<file path="src/rtl/decode_ctrl_pipe.sv">
// decode_ctrl_pipe: MIPS-32 ID-stage main control decode registered at the ID/EX boundary.
// Optional HI/LO multiply/divide sequencer is built when MDU_EN is defined.
module decode_ctrl_pipe #(
   parameter int MUL_LAT = 2,
   parameter int DIV_LAT = 32
) (
   input  logic        clk,
   input  logic        rst,
   input  logic        instr_valid,
   input  logic [31:0] instr,
   output logic        instr_ready,
   input  logic        stall_in,
   input  logic        flush,
   output logic        ctrl_valid,
   output logic [11:0] ctrl,
   output logic        ri_exc,
   output logic        md_start,
   output logic [1:0]  md_op,
   output logic        md_busy
);

   localparam logic [11:0] C_MEMTOREG  = 12'b1000_0000_0000;
   localparam logic [11:0] C_MEMEN     = 12'b0100_0000_0000;
   localparam logic [11:0] C_MEMWRITE  = 12'b0010_0000_0000;
   localparam logic [11:0] C_BRANCH    = 12'b0001_0000_0000;
   localparam logic [11:0] C_ALUSRC    = 12'b0000_1000_0000;
   localparam logic [11:0] C_REGDST    = 12'b0000_0100_0000;
   localparam logic [11:0] C_REGWRITE  = 12'b0000_0010_0000;
   localparam logic [11:0] C_HILOWRITE = 12'b0000_0001_0000;
   localparam logic [11:0] C_JUMP      = 12'b0000_0000_1000;
   localparam logic [11:0] C_JAL       = 12'b0000_0000_0100;
   localparam logic [11:0] C_JR        = 12'b0000_0000_0010;
   localparam logic [11:0] C_BAL       = 12'b0000_0000_0001;

   // Returns {ri, ctrl}; unknown op/funct/rt yield ctrl=0 with ri set.
   function automatic logic [12:0] decode_f(input logic [31:0] ins);
      logic [11:0] c;
      logic        ri;
      c  = 12'b0;
      ri = 1'b0;
      case (ins[31:26])
         6'h00: begin
            case (ins[5:0])
               6'h00, 6'h02, 6'h03, 6'h04, 6'h06, 6'h07, 6'h10, 6'h12,
               6'h20, 6'h21, 6'h22, 6'h23, 6'h24, 6'h25, 6'h26, 6'h27,
               6'h2A, 6'h2B: c = C_REGDST | C_REGWRITE;
               6'h11, 6'h13: c = C_REGDST | C_HILOWRITE;
`ifdef MDU_EN
               6'h18, 6'h19, 6'h1A, 6'h1B: c = C_REGDST | C_HILOWRITE;
`endif
               6'h08: c = C_JUMP | C_JR;
               6'h09: c = C_REGDST | C_REGWRITE | C_JUMP | C_JR;
               default: ri = 1'b1;
            endcase
         end
         6'h01: begin
            case (ins[20:16])
               5'h00, 5'h01: c = C_BRANCH;
               5'h10, 5'h11: c = C_BRANCH | C_REGWRITE | C_BAL;
               default: ri = 1'b1;
            endcase
         end
         6'h02: c = C_JUMP;
         6'h03: c = C_REGWRITE | C_JUMP | C_JAL;
         6'h04, 6'h05, 6'h06, 6'h07: c = C_BRANCH;
         6'h08, 6'h09, 6'h0A, 6'h0B,
         6'h0C, 6'h0D, 6'h0E, 6'h0F: c = C_ALUSRC | C_REGWRITE;
         6'h20, 6'h21, 6'h23, 6'h24, 6'h25: c = C_MEMTOREG | C_MEMEN | C_ALUSRC | C_REGWRITE;
         6'h28, 6'h29, 6'h2B: c = C_MEMEN | C_MEMWRITE | C_ALUSRC;
         default: ri = 1'b1;
      endcase
      return {ri, c};
   endfunction

   // MULT/MULTU/DIV/DIVU/MFHI/MFLO/MTHI/MTLO
   function automatic logic hilo_use_f(input logic [31:0] ins);
      return (ins[31:26] == 6'h00) && ((ins[5:2] == 4'b0100) || (ins[5:2] == 4'b0110));
   endfunction

   function automatic logic is_md_f(input logic [31:0] ins);
      return (ins[31:26] == 6'h00) && (ins[5:2] == 4'b0110);
   endfunction

   logic [12:0] dec_s;
   logic        accept_s;
   logic        md_go_s;
   logic        md_busy_s;
   logic        ctrl_valid_r;
   logic [11:0] ctrl_r;
   logic        ri_exc_r;
   logic        md_start_r;

   assign dec_s       = decode_f(instr);
   assign instr_ready = !flush && !stall_in && !(md_busy_s && hilo_use_f(instr));
   assign accept_s    = instr_valid && instr_ready;

   // ID/EX output register: flush beats stall beats load; otherwise a bubble
   always_ff @(posedge clk or posedge rst) begin
      if (rst) begin
         ctrl_valid_r <= 1'b0;
         ctrl_r       <= 12'b0;
         ri_exc_r     <= 1'b0;
         md_start_r   <= 1'b0;
      end else if (flush) begin
         ctrl_valid_r <= 1'b0;
         ctrl_r       <= 12'b0;
         ri_exc_r     <= 1'b0;
         md_start_r   <= 1'b0;
      end else if (stall_in) begin
         ctrl_valid_r <= ctrl_valid_r;
         ctrl_r       <= ctrl_r;
         ri_exc_r     <= ri_exc_r;
         md_start_r   <= md_start_r;
      end else if (accept_s) begin
         ctrl_valid_r <= 1'b1;
         ctrl_r       <= dec_s[11:0];
         ri_exc_r     <= dec_s[12];
         md_start_r   <= md_go_s;
      end else begin
         ctrl_valid_r <= 1'b0;
         ctrl_r       <= 12'b0;
         ri_exc_r     <= 1'b0;
         md_start_r   <= 1'b0;
      end
   end

   assign ctrl_valid = ctrl_valid_r;
   assign ctrl       = ctrl_r;
   assign ri_exc     = ri_exc_r;
   assign md_start   = md_start_r;

`ifdef MDU_EN
   localparam int MAX_LAT = (MUL_LAT > DIV_LAT) ? MUL_LAT : DIV_LAT;
   localparam int CW      = $clog2(MAX_LAT + 1);
   localparam logic [CW-1:0] MUL_LOAD = CW'(MUL_LAT - 1);
   localparam logic [CW-1:0] DIV_LOAD = CW'(DIV_LAT - 1);

   typedef enum logic {IDLE = 1'b0, RUN = 1'b1} md_state_t;

   md_state_t     state_r, state_nxt_s;
   logic [CW-1:0] cnt_r, cnt_nxt_s;
   logic [1:0]    md_op_r;

   assign md_go_s = accept_s && is_md_f(instr);

   // MDU sequencer next state; flush and stall never interrupt a run
   always_comb begin
      state_nxt_s = state_r;
      cnt_nxt_s   = cnt_r;
      case (state_r)
         IDLE: begin
            if (md_go_s) begin
               state_nxt_s = RUN;
               cnt_nxt_s   = instr[1] ? DIV_LOAD : MUL_LOAD;
            end else begin
               state_nxt_s = IDLE;
            end
         end
         RUN: begin
            if (cnt_r == CW'(0)) begin
               state_nxt_s = IDLE;
            end else begin
               cnt_nxt_s = cnt_r - CW'(1);
            end
         end
         default: begin
            state_nxt_s = IDLE;
            cnt_nxt_s   = CW'(0);
         end
      endcase
   end

   // MDU state, counter and operation register
   always_ff @(posedge clk or posedge rst) begin
      if (rst) begin
         state_r <= IDLE;
         cnt_r   <= CW'(0);
         md_op_r <= 2'b00;
      end else begin
         state_r <= state_nxt_s;
         cnt_r   <= cnt_nxt_s;
         if (md_go_s) begin
            md_op_r <= instr[1:0];
         end
      end
   end

   assign md_busy_s = (state_r == RUN);
   assign md_op     = md_op_r;
   assign md_busy   = md_busy_s;
`else
   // Latency parameters only shape the MDU; keep them referenced for a legality check.
   if (MUL_LAT < 1 || DIV_LAT < 1) begin : g_bad_lat
   end

   assign md_go_s   = 1'b0;
   assign md_busy_s = 1'b0;
   assign md_op     = 2'b00;
   assign md_busy   = 1'b0;
`endif

endmodule

</file>
<file path="config.mk">
export PLATFORM = sky130hd
export DESIGN_NAME = decode_ctrl_pipe
export DESIGN_NICKNAME = d
export VERILOG_FILES = /design/src/rtl/decode_ctrl_pipe.sv
export SDC_FILE = /design/constraint.sdc
export NUM_CORES = 1
export LEC_CHECK = 0
export CAP_MARGIN = 20
export CORE_ASPECT_RATIO = 1.5
export CORE_MARGIN = 4
export CORE_UTILIZATION = 39
export DETAILED_ROUTE_END_ITERATION = 6
export HOLD_SLACK_MARGIN = 0.05
export PLACE_DENSITY_LB_ADDON = 0.3
export SLEW_MARGIN = 10
export SYNTH_ARGS = -nofsm -noshare
export SYNTH_HDL_FRONTEND = slang
export SYNTH_SLANG_ARGS = --single-unit
</file>
<file path="constraint.sdc">
create_clock -name clk -period 1.8 [get_ports clk]
set_input_delay 0.36 -clock clk [delete_from_list [all_inputs] [get_ports clk]]
set_output_delay 0.36 -clock clk [all_outputs]
set_load 0.005 [all_outputs]
</file>
==> flow_summary.toml <==
[power_and_ir_drop]
peakVddDrop_uv = 387.4
switchingPower_w = 0.0001867
power.internal_w = 0.0005400
pwr-share-seq = 0.441
p_leak_nw = 0.6488
clkPwrFrac = 0.319
switching_share = 0.2569
p_per_area_nw_per_um2 = 491.8
p_comb_frac = 0.239

[worst_setup_path]
critical_path.max_fanout = 3
r2r_setup_slack_ns = 0.80
worst_setup_path_start_kind = "input pin"
required_ns = 2.01
cp_cell_sequence = "clkdlybuf4s50_1, or4b_4, nor3b_2, o31ai_1, a41oi_2"
crit_type = "input pin to flip-flop"
cpPeakStageDelay_ns = 0.57
cp.arrival_ns = 1.89
slowest_stage = "or4b_4"
cp-end-kind = "flip-flop"
crit_family = "simple AND/OR/NAND/NOR gates"
path_buf_inv = 1

[sta]
slew_headroom = 0.6166
fmax_mhz = 594.0
finalHoldViolCount = 0
period_share = 0.9353
rsz0062_at_grt = "no"
fin_crit_ns = 1.684
setup_slack_ns = 0.1165
finalMaxSlewViolations = 0
fin_worst_skew_ns = 0
setup_violations = 0
tightest_slew_ns = 0.5745

[logic_synthesis]
synth_cell_type_count = 42
synth.largest_area_cell = "dfrtp_1"
synth_async_sr_flop_share = 1.000
synthCells = 97
yosysTopAreaCellShare = 0.3862
synth_common_cells = "14 x dfrtp_1, 14 x nand2_1, 6 x nor2_1"
synth-seq-cells = 14
yosys-top-cells-area = "dfrtp_1 39%, nand2_1 5.8%, buf_4 3.3%, nor2_1 2.5%, o211ai_1 2.5%"
synth_area_um2 = 907.1
seq_area_frac_synth = 0.3862
synth_warnings = 0
synth_ff_type = "dfrtp_1"
synth_edf_count = 0
avgSynthCellArea_um2 = 9.352

[final_layout]
antenna_cells = 0
nets = 195
area_growth_pct = 62.90
layout.cells.non_filler = 180
drive_above_1_share = 0.2420
final_util = 0.6616

[clock_network]
clock_latency_ns = 0.28
cts_sinks = 14
clockBufferDepth = 2
clkTransAtPathRegs_ns = 0.09
cts_hold_buf = 0
cts_buffers = 3
cts_tree = "done"
htree_levels = 1
clock-root-buffer = "clkbuf_4"

[detailed_routing]
firstDrtPassIters = 7
wl_per_cell_um = 14.88
drt_iter0_markers = 19
wl_um = 2679
via_per_inst = 5.394
drtAntennaViolNets = 0
drc_errors = 0
num_vias = 971

[status]
status = "complete, no violations"

[grt]
antenna_found_initial = 0
grt-ovfl-total = 0
grt_usage = 0.1969
grt_pass1_vias = 995
grt_pass1_wl_um = 4374
grt_max_degree = 15

[floorplanning]
die_x_um = 47.38
design.core.area_um2 = 2233
start_util = 0.4062
die-area_um2 = 3178
die_height_um = 67.07
rows = 21
io_pins = 56

[placement]
portBuffers = 35
dp_cells = 176
dp_hpwl_um = 2245
dpl_worst_slack_ns = -0.1838
place.gp.congestion = 0.8478

[run]
drv_cap = 0

[min_path]
hold_path_class = "input pin to async pin"
state kept, by name, summed over array words and instances (netlist names):
signal and flops:
ri_exc 1, ctrl_valid 1, ctrl 12
repair_timing:
item                       4_1_cts  5_1_grt
cloned                           0        0
setup buffers                    0        0
resized for setup                2        1
setup endpoints to repair        1        1
kinds of logic (layout without fill, tap and decap cells):
group,after synthesis,in the layout,share of synthesized area
AOI/OAI and AO/OA,26,26,0.2111
buffers and inverters,10,67,0.05930
DFF,14,14,0.3862
other,1,4,0.004134
and+or+nand+nor,46,46,0.3393
power groups by stage:
stage	logic (W)	clock network, W	registers [W]
6_report	0.000174	0.000232	0.000321
5_1_grt	0.000190	0.000258	0.000322
4_1_cts	0.000174	0.000240	0.000321
3_5_place_dp	0.000175	0	0.000327
3_3_place_gp	0.000170	0	0.000327
2_1_floorplan	0.0000608	0	0.000327
cell usage in the layout (no fill, tap or decap), types with 2 or more instances in the layout:
| cell type | n |
|---|---|
| o21ai_0 | 4 |
| buf_4 | 24 |
| inv_1 | 4 |
| a22o_1 | 2 |
| or2b_1 | 2 |
| nor3_1 | 2 |
| nor2_1 | 6 |
| dlygate4sd2_1 | 2 |
| o31ai_1 | 2 |
| nand2_1 | 14 |
| conb_1 | 4 |
| a32o_1 | 2 |
| clkbuf_4 | 3 |
| dfrtp_1 | 14 |
| or3b_2 | 2 |
| clkdlybuf4s50_1 | 33 |
| nor2b_1 | 2 |
| nand3b_1 | 2 |
| o211ai_1 | 3 |
| nor4b_1 | 2 |
| a21oi_1 | 4 |
worst paths after layout:
check                         start  endpoint  cells past startpoint
setup reg to reg            ctrl[5]   ctrl[5]                      3
hold / removal                  rst    ri_exc                      2
hold reg to reg             ctrl[9]   ctrl[9]                      2
min in group clk            ctrl[9]   ctrl[9]                      2
setup / recovery           instr[1]   ctrl[5]                      5
max in group asynchronous       rst   ctrl[2]                      2
layout make-up:
class	instances	area, um^2
Fill cell	181	755.7
Timing Repair Buffer	59	528.0
Multi-Input combinational cell	76	519.2
Sequential cell	14	350.3
Clock buffer	4	36.28
Tap cell	23	28.78
Inverter	4	15.01
per-layer routing:
metal,GRT usage,vias to the layer above,routed length (um)
met3,0.04054,5,122
met1,0.1950,469,923
li1,-,473,-
met5,0,-,0
met4,0.06920,0,37
met2,0.3725,24,1596
stage by stage:
step                      hold WS [ns]  TNS (ns)   power, W  cell area [um^2]
after floorplan                 0.2492         0  0.0003881             918.4
after global placement          0.4611   -0.9318  0.0004968              1439
after detailed placement        0.4715    -1.047  0.0005020              1439
after CTS                       0.4386         0  0.0007353              1473
after global routing            0.4689         0  0.0007699              1478
final                           0.4201         0  0.0007267              1478
(Power assumes the default switching activity.)
